--- src/rtl/context_switch_scheduler.sv ---
// Context-switch scheduler: per-process table (state + saved PC), round-robin pick of the
// next READY process and PC redirect. Slot 0 is the OS and runs whenever no user process is READY.
module context_switch_scheduler #(
  parameter int              MAX_PROC    = 4,
  parameter int              PC_W        = 32,
  parameter logic [PC_W-1:0] SO_ENTRY_PC = '0,
  localparam int             PID_W       = $clog2(MAX_PROC)
) (
  input  logic             clock,
  input  logic             reset,
  input  logic             troca_contexto,
  input  logic             intrucaoIOContexto,
  input  logic             fimProcesso,
  input  logic [PC_W-1:0]  pc_processo_trocado,
  input  logic             proc_create,
  input  logic [PC_W-1:0]  proc_create_pc,
  input  logic             io_done,
  input  logic [PID_W-1:0] io_done_pid,
  output logic [PID_W-1:0] processo_atual,
  output logic [PC_W-1:0]  pc_novo,
  output logic             pc_load,
  output logic             sched_busy,
  output logic             create_ok,
  output logic             create_full,
  output logic [PID_W-1:0] create_pid
);

  // state    | meaning
  // RUN      | current process executes; watch for events / SO yield
  // SAVE     | store cause into the current slot (state + resume PC)
  // SELECT   | round-robin scan for the next READY slot, load target
  // DISPATCH | pc_load pulse towards the fetch stage
  typedef enum logic [1:0] {S_RUN, S_SAVE, S_SELECT, S_DISPATCH} fsm_t;
  typedef enum logic [1:0] {SL_FREE, SL_READY, SL_RUNNING, SL_BLOCKED} slot_st_t;
  typedef enum logic [1:0] {C_TROCA, C_IO, C_FIM} cause_t;

  fsm_t                 fsm_q, fsm_d;
  cause_t               cause_q, cause_d;
  slot_st_t             slot_st_q [MAX_PROC];
  slot_st_t             slot_st_d [MAX_PROC];
  logic [PC_W-1:0]      slot_pc_q [MAX_PROC];
  logic [PC_W-1:0]      slot_pc_d [MAX_PROC];
  logic [PID_W-1:0]     cur_q, cur_d;
  logic [PC_W-1:0]      pc_novo_q, pc_novo_d;
  logic                 pc_load_q, pc_load_d;
  logic                 create_ok_q, create_ok_d;
  logic                 create_full_q, create_full_d;
  logic [PID_W-1:0]     create_pid_q, create_pid_d;

  logic                 fim_r_q, fim_p_q;
  logic                 io_r_q, io_p_q;
  logic                 troca_r_q, troca_p_q;

  logic                 fim_edge, io_edge, troca_edge, event_any;
  logic                 user_ready;
  logic                 sel_found;
  logic [PID_W-1:0]     sel_pid;
  logic [PID_W-1:0]     scan_idx;
  logic                 free_found;
  logic [PID_W-1:0]     free_pid;

  assign fim_edge   = fim_r_q   & ~fim_p_q;
  assign io_edge    = io_r_q    & ~io_p_q;
  assign troca_edge = troca_r_q & ~troca_p_q;
  // Edges outside RUN or while the SO runs are simply lost.
  assign event_any  = (fsm_q == S_RUN) && (cur_q != '0) &&
                      (fim_edge || io_edge || troca_edge);

  always_comb begin
    user_ready = 1'b0;
    for (int k = 1; k < MAX_PROC; k++) begin
      if (slot_st_q[k] == SL_READY) user_ready = 1'b1;
    end
  end

  // Scan starts after the current slot; the last probe lands on the current slot itself.
  always_comb begin
    sel_found = 1'b0;
    sel_pid   = '0;
    scan_idx  = '0;
    for (int j = 0; j < MAX_PROC; j++) begin
      scan_idx = cur_q + PID_W'(j + 1);
      if (!sel_found && (scan_idx != '0) && (slot_st_q[scan_idx] == SL_READY)) begin
        sel_found = 1'b1;
        sel_pid   = scan_idx;
      end
    end
  end

  always_comb begin
    free_found = 1'b0;
    free_pid   = '0;
    for (int k = MAX_PROC - 1; k >= 1; k--) begin
      if (slot_st_q[k] == SL_FREE) begin
        free_found = 1'b1;
        free_pid   = PID_W'(k);
      end
    end
  end

  always_comb begin
    fsm_d         = fsm_q;
    cause_d       = cause_q;
    cur_d         = cur_q;
    pc_novo_d     = pc_novo_q;
    pc_load_d     = 1'b0;
    create_ok_d   = 1'b0;
    create_full_d = 1'b0;
    create_pid_d  = create_pid_q;
    slot_st_d     = slot_st_q;
    slot_pc_d     = slot_pc_q;

    case (fsm_q)
      S_RUN: begin
        if (event_any) begin
          fsm_d = S_SAVE;
          if (fim_edge)     cause_d = C_FIM;
          else if (io_edge) cause_d = C_IO;
          else              cause_d = C_TROCA;
        end else if ((cur_q == '0) && user_ready) begin
          fsm_d = S_SELECT;
        end
      end
      S_SAVE: begin
        fsm_d = S_SELECT;
        case (cause_q)
          C_FIM: slot_st_d[cur_q] = SL_FREE;
          C_IO: begin
            slot_st_d[cur_q] = SL_BLOCKED;
            slot_pc_d[cur_q] = pc_processo_trocado;
          end
          default: begin
            slot_st_d[cur_q] = SL_READY;
            slot_pc_d[cur_q] = pc_processo_trocado;
          end
        endcase
      end
      S_SELECT: begin
        fsm_d     = S_DISPATCH;
        pc_load_d = 1'b1;
        // A yielding SO leaves RUNNING so only the dispatched slot holds it.
        if (cur_q == '0) slot_st_d[0] = SL_READY;
        if (sel_found) begin
          cur_d              = sel_pid;
          pc_novo_d          = slot_pc_q[sel_pid];
          slot_st_d[sel_pid] = SL_RUNNING;
        end else begin
          cur_d        = '0;
          pc_novo_d    = SO_ENTRY_PC;
          slot_st_d[0] = SL_RUNNING;
        end
      end
      default: fsm_d = S_RUN;
    endcase

    if (io_done && (io_done_pid != '0) && (slot_st_q[io_done_pid] == SL_BLOCKED)) begin
      slot_st_d[io_done_pid] = SL_READY;
    end

    // Works on the pre-SAVE table, so a slot freed this cycle is reused only later.
    if (proc_create) begin
      if (free_found) begin
        slot_st_d[free_pid] = SL_READY;
        slot_pc_d[free_pid] = proc_create_pc;
        create_ok_d         = 1'b1;
        create_pid_d        = free_pid;
      end else begin
        create_full_d = 1'b1;
      end
    end
  end

  always_ff @(posedge clock or negedge reset) begin
    if (!reset) begin
      fsm_q         <= S_RUN;
      cause_q       <= C_TROCA;
      cur_q         <= '0;
      pc_novo_q     <= SO_ENTRY_PC;
      pc_load_q     <= 1'b0;
      create_ok_q   <= 1'b0;
      create_full_q <= 1'b0;
      create_pid_q  <= '0;
      for (int k = 0; k < MAX_PROC; k++) begin
        slot_st_q[k] <= (k == 0) ? SL_RUNNING : SL_FREE;
        slot_pc_q[k] <= '0;
      end
      fim_r_q   <= 1'b0;
      fim_p_q   <= 1'b0;
      io_r_q    <= 1'b0;
      io_p_q    <= 1'b0;
      troca_r_q <= 1'b0;
      troca_p_q <= 1'b0;
    end else begin
      fsm_q         <= fsm_d;
      cause_q       <= cause_d;
      cur_q         <= cur_d;
      pc_novo_q     <= pc_novo_d;
      pc_load_q     <= pc_load_d;
      create_ok_q   <= create_ok_d;
      create_full_q <= create_full_d;
      create_pid_q  <= create_pid_d;
      slot_st_q     <= slot_st_d;
      slot_pc_q     <= slot_pc_d;
      fim_r_q       <= fimProcesso;
      fim_p_q       <= fim_r_q;
      io_r_q        <= intrucaoIOContexto;
      io_p_q        <= io_r_q;
      troca_r_q     <= troca_contexto;
      troca_p_q     <= troca_r_q;
    end
  end

  assign processo_atual = cur_q;
  assign pc_novo        = pc_novo_q;
  assign pc_load        = pc_load_q;
  assign sched_busy     = (fsm_q != S_RUN);
  assign create_ok      = create_ok_q;
  assign create_full    = create_full_q;
  assign create_pid     = create_pid_q;

endmodule

--- config.mk ---
export PLATFORM = sky130hd
export DESIGN_NAME = context_switch_scheduler
export DESIGN_NICKNAME = d
export VERILOG_FILES = /design/src/rtl/context_switch_scheduler.sv
export SDC_FILE = /design/constraint.sdc
export NUM_CORES = 1
export LEC_CHECK = 0
export ABC_AREA = 0
export BUFFER_PORTS_ARGS = -buffer_cell sky130_fd_sc_hd__buf_2
export CELL_PAD_IN_SITES_DETAIL_PLACEMENT = 0
export CELL_PAD_IN_SITES_GLOBAL_PLACEMENT = 1
export CORE_UTILIZATION = 49
export CTS_CLUSTER_SIZE = 20
export DETAILED_ROUTE_END_ITERATION = 12
export PLACE_DENSITY = 0.92
export SLEW_MARGIN = 25
export SYNTH_ARGS = -nofsm -noshare
export SYNTH_HDL_FRONTEND = slang
export SYNTH_SLANG_ARGS = --single-unit
--- constraint.sdc ---
create_clock -name clock -period 8.2 [get_ports clock]
set_input_delay 1.23 -clock clock [delete_from_list [all_inputs] [get_ports clock]]
set_output_delay 1.23 -clock clock [all_outputs]
set_load 0.01 [all_outputs]
==> results.toml, run 1 <==
[status]
status = "complete, no violations"

[critical_path]
startpoint_type = "register"
cp.required_ns = 8.48
cp_max_fo = 37
critPathMostFrequentCell = "inv_1"
critical_path.cell_chain = "inv_1 -> ha_1 -> inv_1 -> mux4_2 -> o22ai_4 -> or3_4 -> nand3_4 -> buf_4 -> a221oi_1 -> o32ai_1"
critPathSlowestCell = "dfrtp_1"
critPathArrivalTime_ns = 4.64
cp-end-kind = "register"
path_delay_family = "simple AND/OR/NAND/NOR gates"
max_stage_delay_ns = 0.60
worstSetupPathType = "reg2reg"
crit_buf_inv = 3

[clocking]
cts_setup_buffers = 0
ctsHoldBuffers = 0
clock-sinks = 185
cts_tree = "yes"
h-tree-depth = 4
clk_transition_reported_paths_ns = 0.07
post_cts_resized = 0
root_buffer = "clkbuf_16"
worstSkewPairLatency_ns = 0.43
cts_made_buffers = 17
cts_buffer_depth = 2

[sta]
setup_viol = 0
tightest_slew_ns = 0.997
min_period_ns = 4.36
finalSetupTns_ns = 0
finalCritPeriodShare_pct = 53.2
rsz0062_at_grt = "false"
max_freq_mhz = 229
hold_viol = 0
maxSlewViolCount = 0
skew_ns = 0.00814
max_slew_margin_pct = 33.3

[grt]
grt_pass1_wl_mm = 43.3
antenna_found_initial = 0
grt_use_total_pct = 25.6
grt_max_degree = 125
grt_pass1_vias = 7920
grt_overflow_total = 0

[routing]
postRouteAntennaNets = 0
drtIter0Drc = 679
viasPerCell = 6.05
wl_per_cell_um = 20.5
drc = 0
vias = 7772
dr.pass1.iters = 7
totalWireLength_mm = 26.3

[place]
place.gp.congestion = 0.862
place_hpwl_mm = 15.7
port_buffers = 112

[logic_synthesis]
syn_inst = 936
seq_area_frac_synth_pct = 45.3
ys_seq_elements = 185
yosysWarnings = 0
syn_area_per_cell_um2 = 10.9
synth_nets = 1020
async_reset_ff_share_pct = 100
synth-main-ff-cell = "dfrtp_1"
synth.distinct_cells = 59
syn-cell-area_um2 = 10200
synth-edff-count = 0

[cells_and_area]
syn2layout_area_growth_pct = 11.9
finish.net_count = 1086
diodes = 0
layout-drive-gt1-share_pct = 30.0
fillers = 1720

[hold_path]
min_path_type = "reg2reg"

[floorplanning]
fp.dieArea_um2 = 21500
row_count = 52
initial_utilization_pct = 50.2
dieHeight_um = 147
die_x_um = 147
core-area_um2 = 20400
ios = 113

[job]
cap_violations = 0
[per-layer routing]
layer,GRT usage [%],vias to the layer above,part of all wire [%]
li1,-,3579,-
met1,34.8,3890,44
met2,42.0,253,48
met3,4.16,50,5.6
met4,7.81,0,2.1
met5,0,-,0
[registers in the layout, summed over array words and instances (netlist names), 2 cells and up]
| register | count |
|---|---|
| processo_atual | 2 |
| slot_pc_q | 128 |
| pc_novo | 32 |
| cause_q | 2 |
| slot_st_q | 8 |
| create_pid | 2 |
| fsm_q | 2 |
[per-stage QoR]
step | cell area (um^2) | hold slack, ns | worst slack (ns) | util (%) | cells
6_report | 11400 | 0.376 | 3.84 | 56.2 | 1285
5_1_grt | 11400 | 0.384 | 3.55 | 56.2 | 1285
4_1_cts | 11400 | 0.377 | 3.86 | 56.1 | 1284
3_5_place_dp | 10900 | 0.371 | 3.86 | 53.4 | 1252
3_3_place_gp | 10800 | 0.353 | 3.54 | 53.1 | 1249
2_1_floorplan | 10200 | 0.347 | 5.27 | - | 936
[worst register-to-register path: cells and delay by family, from the launching register on]
| kind | cells | cell delay [ns] |
|---|---|---|
| adders and majority gates | 1 | 0.40 |
| and+or+nand+nor | 2 | 1.16 |
| DFF | 1 | 0.60 |
| buffers and inverters | 3 | 0.89 |
| muxes | 1 | 0.35 |
| AOI/OAI and AO/OA | 3 | 0.79 |
[cell usage after synthesis (all sizes together), types with 4 or more instances]
| cell type | instances | area, um^2 |
|---|---|---|
| a21oi | 11 | 55.1 |
| a221oi | 67 | 912 |
| a31o | 4 | 35.0 |
| and3 | 69 | 432 |
| buf | 37 | 300 |
| clkbuf | 47 | 176 |
| dfrtp | 184 | 4600 |
| ha | 11 | 138 |
| inv | 45 | 169 |
| mux2 | 33 | 372 |
| mux2i | 97 | 971 |
| nand2 | 116 | 450 |
| nand2b | 5 | 48.8 |
| nand3 | 4 | 32.5 |
| nor2 | 15 | 56.3 |
| o21ai | 114 | 571 |
| o22ai | 4 | 38.8 |
| o32ai | 32 | 483 |
[cell usage in the layout (no fill, tap or decap), types with 5 or more instances in the layout]
cell and count:
a221oi_2 52, nand2_2 5, o32ai_1 5, a21oi_1 11, dfrtp_1 184, a221oi_1 15, nand2_1 109, buf_4 15
buf_2 111, o32ai_2 27, o21ai_0 114, mux2_2 33, nor2_1 15, clkinv_2 7, mux2i_1 97, and3_1 69
clkbuf_16 17, inv_1 45, ha_1 10
[cells by family (layout without fill, tap and decap cells)]
kind of cell | Yosys count | after routing | synth area share [%]
DFF | 185 | 185 | 45.3
buffers and inverters | 129 | 208 | 6.31
AOI/OAI and AO/OA | 252 | 252 | 22.1
muxes | 133 | 133 | 13.8
and+or+nand+nor | 226 | 226 | 11.2
adders and majority gates | 11 | 11 | 1.35
[final timing paths]
| kind | start | end | slack [ns] | depth (start not counted) |
|---|---|---|---|---|
| worst max-delay path | processo_atual[0] | pc_novo[18] | 3.84 | 10 |
| worst max register to register | processo_atual[0] | pc_novo[18] | 3.84 | 10 |
| min in group asynchronous | reset | io_p_q | 0.73 | 1 |
| worst min-delay path | fim_r_q | fim_p_q | 0.38 | 0 |
| worst min register to register | fim_r_q | fim_p_q | 0.38 | 0 |
| max in group asynchronous | reset | processo_atual[1] | 5.97 | 3 |
[area by class of cell]
| type | count | area [um^2] | area share [%] |
|---|---|---|---|
| tap | 270 | 338 | 2.95 |
| clock inverter | 12 | 98.8 | 0.863 |
| clock buffer | 20 | 457 | 3.99 |
| sequential | 185 | 4630 | 40.4 |
| inverter | 45 | 169 | 1.48 |
| timing repair buffer | 131 | 753 | 6.58 |
| multi-input combinational | 622 | 5000 | 43.7 |
Power of run 1 is not shown: default switching activity piles up to over one toggle a cycle in this logic, so the estimate is an artifact.
==> run 2, diff against run 1 <==
--- a/config.mk
+++ b/config.mk
@@ -9,10 +9,10 @@
 export BUFFER_PORTS_ARGS = -buffer_cell sky130_fd_sc_hd__buf_2
 export CELL_PAD_IN_SITES_DETAIL_PLACEMENT = 0
 export CELL_PAD_IN_SITES_GLOBAL_PLACEMENT = 1
-export CORE_UTILIZATION = 49
+export CORE_UTILIZATION = 43
 export CTS_CLUSTER_SIZE = 20
 export DETAILED_ROUTE_END_ITERATION = 12
-export PLACE_DENSITY = 0.92
+export PLACE_DENSITY = 0.86
 export SLEW_MARGIN = 25
 export SYNTH_ARGS = -nofsm -noshare
 export SYNTH_HDL_FRONTEND = slang
==> constraint.sdc (replaced) <==
create_clock -name clock -period 3.9 [get_ports clock]
set_input_delay 0.585 -clock clock [delete_from_list [all_inputs] [get_ports clock]]
set_output_delay 0.585 -clock clock [all_outputs]
set_load 0.01 [all_outputs]
==> results.toml, run 2 (synthesis gave the netlist of run 1 again) <==
[status]
status = "complete, no violations"

[floorplanning]
core-area_um2 = 23400
fp.dieArea_um2 = 24400
row_count = 56
initial_utilization_pct = 43.7
dieHeight_um = 156
ios = 113
die_x_um = 156

[cells_and_area]
mostFrequentLayoutCell = "dfrtp_1"
layout-drive-gt1-share_pct = 30.5
finish.net_count = 1093
largest-register = "slot_pc_q"
syn2layout_area_growth_pct = 13.3
largest_reg_flops = 128
fillers = 2172
final_cell_mix = "dfrtp_1, o21ai_0, buf_2"

[clocking]
ctsHoldBuffers = 0
cts_buffer_depth = 2
post_cts_resized = 0
cts_setup_buffers = 0
worstSkewPairLatency_ns = 0.44
h-tree-depth = 4
clock-sinks = 185
cts_made_buffers = 17
root_buffer = "clkbuf_16"
clk_transition_reported_paths_ns = 0.07
cts_tree = "yes"

[critical_path]
reg2reg_depth = 10
worstSetupPathType = "reg2reg"
r2r_setup_slack_ns = 0.33
cp-end-kind = "register"
critPathArrivalTime_ns = 3.93
cp.required_ns = 4.26
cp_max_fo = 22
reg2reg_to = "slot_st_q[6]"
startpoint_type = "register"
reg2reg_from = "processo_atual[0]"

[place]
pre_cts_ws_ns = 0.381
port_buffers = 112
place.gp.congestion = 0.805
place_hpwl_mm = 16.6

[grt]
grt_overflow_total = 0
grt_pass1_wl_mm = 43.5
grt_max_degree = 96
antenna_found_initial = 2
grt_pass1_vias = 7826
grt_use_total_pct = 23.2

[sta]
min_period_ns = 3.57
finalCritPeriodShare_pct = 91.6
maxSlewViolCount = 0
max_slew_margin_pct = 29.3
max_freq_mhz = 280
setup_viol = 0
tightest_slew_ns = 1.06
rsz0062_at_grt = "false"
skew_ns = 0.0114
setup_ws_ns = 0.327
finalSetupTns_ns = 0
hold_viol = 0

[routing]
dr.pass1.iters = 5
viasPerCell = 5.80
totalWireLength_mm = 27.7
vias = 7779
postRouteAntennaNets = 0
wl_per_cell_um = 20.6
drc = 0
drtIter0Drc = 520

[hold_path]
min_path_type = "in2async"

[job]
cap_violations = 0
==> run 2: cell count changes in the layout (fill, tap and decap cells not counted) <==
| cell | before | now |
|---|---|---|
| buf_12 | 1 | 3 |
| buf_16 | 1 | 0 |
| buf_4 | 15 | 23 |
| buf_6 | 2 | 0 |
| buf_8 | 1 | 0 |
| bufinv_16 | 1 | 2 |
| clkinv_2 | 7 | 1 |
| clkinv_4 | 1 | 2 |
| clkinvlp_4 | 1 | 3 |
| diode_2 | 0 | 1 |
| inv_6 | 2 | 4 |
==> run 2: critical path: stages (launching register included) <==
cell and delay [ns]:
dfrtp_1 0.57, inv_1 0.12, ha_1 0.39, inv_1 0.13, mux4_2 0.35, o22ai_1 0.17, a22oi_1 0.14, o21bai_4 0.80
buf_4 0.44, o21ai_0 0.16, a31oi_1 0.21
==> run 2: how the worst max path moves through the flow <==
stage	start	endpoint	slack (ns)	cells after the start
final	processo_atual[0]	slot_st_q[6]	0.33	10
after global routing	processo_atual[0]	pc_novo[3]	0.14	10
after CTS	processo_atual[0]	pc_novo[2]	0.36	10
after detailed placement	processo_atual[0]	slot_st_q[6]	0.38	10
after global placement	processo_atual[0]	slot_st_q[6]	0.47	10
after floorplan	processo_atual[1]	pc_novo[11]	0.97	12
==> run 2: stage by stage <==
step | instance area, um^2 | util (%) | cells | hold slack [ns]
6_report | 11600 | 49.5 | 1341 | 0.200
5_1_grt | 11600 | 49.5 | 1341 | 0.231
4_1_cts | 11600 | 49.5 | 1340 | 0.234
3_5_place_dp | 11000 | 47.0 | 1309 | 0.357
3_3_place_gp | 11000 | 47.0 | 1309 | 0.356
2_1_floorplan | 10200 | - | 936 | 0.289
==> run 2: area by class of cell <==
class	instances	area (um^2)	share of cell area (%)
antenna	1	2.50	0.0216
clock buffer	19	443	3.82
clock inverter	12	140	1.21
inverter	45	169	1.46
multi-input combinational	622	5000	43.2
sequential	185	4630	40.0
tap	319	399	3.44
timing repair buffer	138	802	6.92
==> run 2: layer usage <==
| layer | global-route usage, % | routed length (um) | up-vias |
|---|---|---|---|
| li1 | - | - | 3591 |
| met1 | 31.8 | 12400 | 3922 |
| met2 | 37.7 | 13400 | 241 |
| met3 | 4.79 | 1580 | 23 |
| met4 | 5.65 | 218 | 2 |
| met5 | 0 | 8 | - |
Power of run 2 is left out for the same reason.
==> run 3, diff against run 2 <==
--- a/config.mk
+++ b/config.mk
@@ -9,10 +9,11 @@
 export BUFFER_PORTS_ARGS = -buffer_cell sky130_fd_sc_hd__buf_2
 export CELL_PAD_IN_SITES_DETAIL_PLACEMENT = 0
 export CELL_PAD_IN_SITES_GLOBAL_PLACEMENT = 1
-export CORE_UTILIZATION = 43
+export CORE_UTILIZATION = 47
 export CTS_CLUSTER_SIZE = 20
 export DETAILED_ROUTE_END_ITERATION = 12
-export PLACE_DENSITY = 0.86
+export MAX_ROUTING_LAYER = met4
+export PLACE_DENSITY = 0.89
 export SLEW_MARGIN = 25
 export SYNTH_ARGS = -nofsm -noshare
 export SYNTH_HDL_FRONTEND = slang
==> constraint.sdc (replaced) <==
create_clock -name clock -period 3.8 [get_ports clock]
set_input_delay 0.57 -clock clock [delete_from_list [all_inputs] [get_ports clock]]
set_output_delay 0.57 -clock clock [all_outputs]
set_load 0.01 [all_outputs]
==> results.toml, run 3 (synthesis gave the netlist of run 1 again) <==
[status]
status = "complete, no violations"

[grt]
antenna_found_initial = 1
grt_use_met1_pct = 34.5
busiest_layer = "met2"
met2_usage_pct = 41.5
grt_overflow_total = 0
grt_max_degree = 76
grt_util_met3_pct = 4.60
grt_use_total_pct = 26.0
grt_pass1_wl_mm = 43.6
grt_pass1_vias = 7868

[clocking]
root_buffer = "clkbuf_16"
worstSkewPairLatency_ns = 0.44
ctsHoldBuffers = 0
clock-sinks = 185
cts_made_buffers = 17
clk_transition_reported_paths_ns = 0.07
cts_tree = "yes"
h-tree-depth = 4
cts_buffer_depth = 2

[hold_path]
min_path_type = "in2async"

[cells_and_area]
finish.net_count = 1093
largest_reg_flops = 128
layout-drive-gt1-share_pct = 30.4
syn2layout_area_growth_pct = 12.8
final_util_pct = 54.6
largest-register = "slot_pc_q"
final_cell_mix = "dfrtp_1, o21ai_0, buf_2"
mostFrequentLayoutCell = "dfrtp_1"

[floorplanning]
fp.dieArea_um2 = 22400
ios = 113
dieHeight_um = 150
initial_utilization_pct = 48.4
core-area_um2 = 21200
die_x_um = 150
row_count = 53

[routing]
viasPerCell = 6.01
drtIter0Drc = 685
drc = 0
totalWireLength_mm = 27.0
dr.pass1.iters = 5
wl_per_cell_um = 20.8
postRouteAntennaNets = 0
vias = 7797

[critical_path]
reg2reg_to = "pc_novo[27]"
reg2reg_depth = 10
reg2reg_from = "processo_atual[1]"
cp.required_ns = 4.14
startpoint = "processo_atual[1]"
startpoint_type = "register"
timing.critical_path.to = "pc_novo[27]"
cp-end-kind = "register"
critPathArrivalTime_ns = 3.72
r2r_setup_slack_ns = 0.42
cp_max_fo = 20
worstSetupPathType = "reg2reg"

[sta]
skew_ns = 0.0142
tightest_slew_ns = 1.01
finalCritPeriodShare_pct = 88.8
setup_ws_ns = 0.424
max_freq_mhz = 296
max_slew_margin_pct = 32.6
hold_viol = 0
maxSlewViolCount = 0
min_period_ns = 3.38
rsz0062_at_grt = "false"
finalSetupTns_ns = 0
setup_viol = 0

[place]
port_buffers = 112
place_hpwl_mm = 16.5
place.gp.congestion = 0.857
pre_cts_ws_ns = 0.354

[job]
cap_violations = 0
[run 3: cell types whose count changed in the layout (fill, tap and decap cells not counted)]
| cell | change |
|---|---|
| clkbuf_8 | +2 |
| inv_6 | -2 |
| clkbuf_1 | +1 |
| clkinv_4 | -1 |
| diode_2 | +1 |
| o311ai_0 | -1 |
| o311ai_1 | +1 |
[run 3: through the flow]
| step | instance area (um^2) | instances | hold slack, ns |
|---|---|---|---|
| 5_1_grt | 11500 | 1297 | 0.182 |
| 6_report | 11500 | 1298 | 0.149 |
| 3_5_place_dp | 10900 | 1265 | 0.368 |
| 2_1_floorplan | 10200 | 936 | 0.274 |
| 4_1_cts | 11500 | 1296 | 0.169 |
| 3_3_place_gp | 10900 | 1265 | 0.357 |
[run 3: layer usage]
metal	vias to the layer above	share of wire, %
li1	3581	-
met1	3940	44
met2	246	48
met3	30	5.9
met4	0	1.3
met5	-	0
[run 3: timing repair]
item | 4_1_cts | 5_1_grt
setup buffers | 0 | 0
setup endpoints to repair | 0 | 1
gates resized for setup | 0 | 1
hold endpoints to repair | 0 | 0
[run 3: cell type report]
type | instances | area [um^2]
antenna | 2 | 5.00
clock buffer | 22 | 474
clock inverter | 9 | 114
fill | 1812 | 9610
inverter | 45 | 169
multi-input combinational | 622 | 5000
sequential | 185 | 4630
tap | 275 | 344
timing repair buffer | 138 | 802
[run 3: worst min-delay path by stage]
| stage | startpoint | end | slack [ns] | depth (start not counted) |
|---|---|---|---|---|
| finish | reset | pc_novo[4] | 0.15 | 1 |
| global route | reset | io_p_q | 0.18 | 1 |
| CTS | reset | fsm_q[1] | 0.17 | 1 |
| detailed placement | fim_r_q | fim_p_q | 0.37 | 0 |
| global placement | fim_r_q | fim_p_q | 0.36 | 0 |
| floorplan | reset | cause_q[0] | 0.27 | 0 |
[run 3: worst max-delay path, cell delays in order, from the launching register on]
cell and delay (ns):
dfrtp_1 0.58, inv_1 0.11, ha_1 0.37, inv_1 0.12
mux4_2 0.35, o22ai_4 0.24, nand3b_2 0.34, nand3_4 0.32
buf_4 0.38, a221oi_1 0.18, o32ai_2 0.27
Power of run 3 is left out for the same reason.
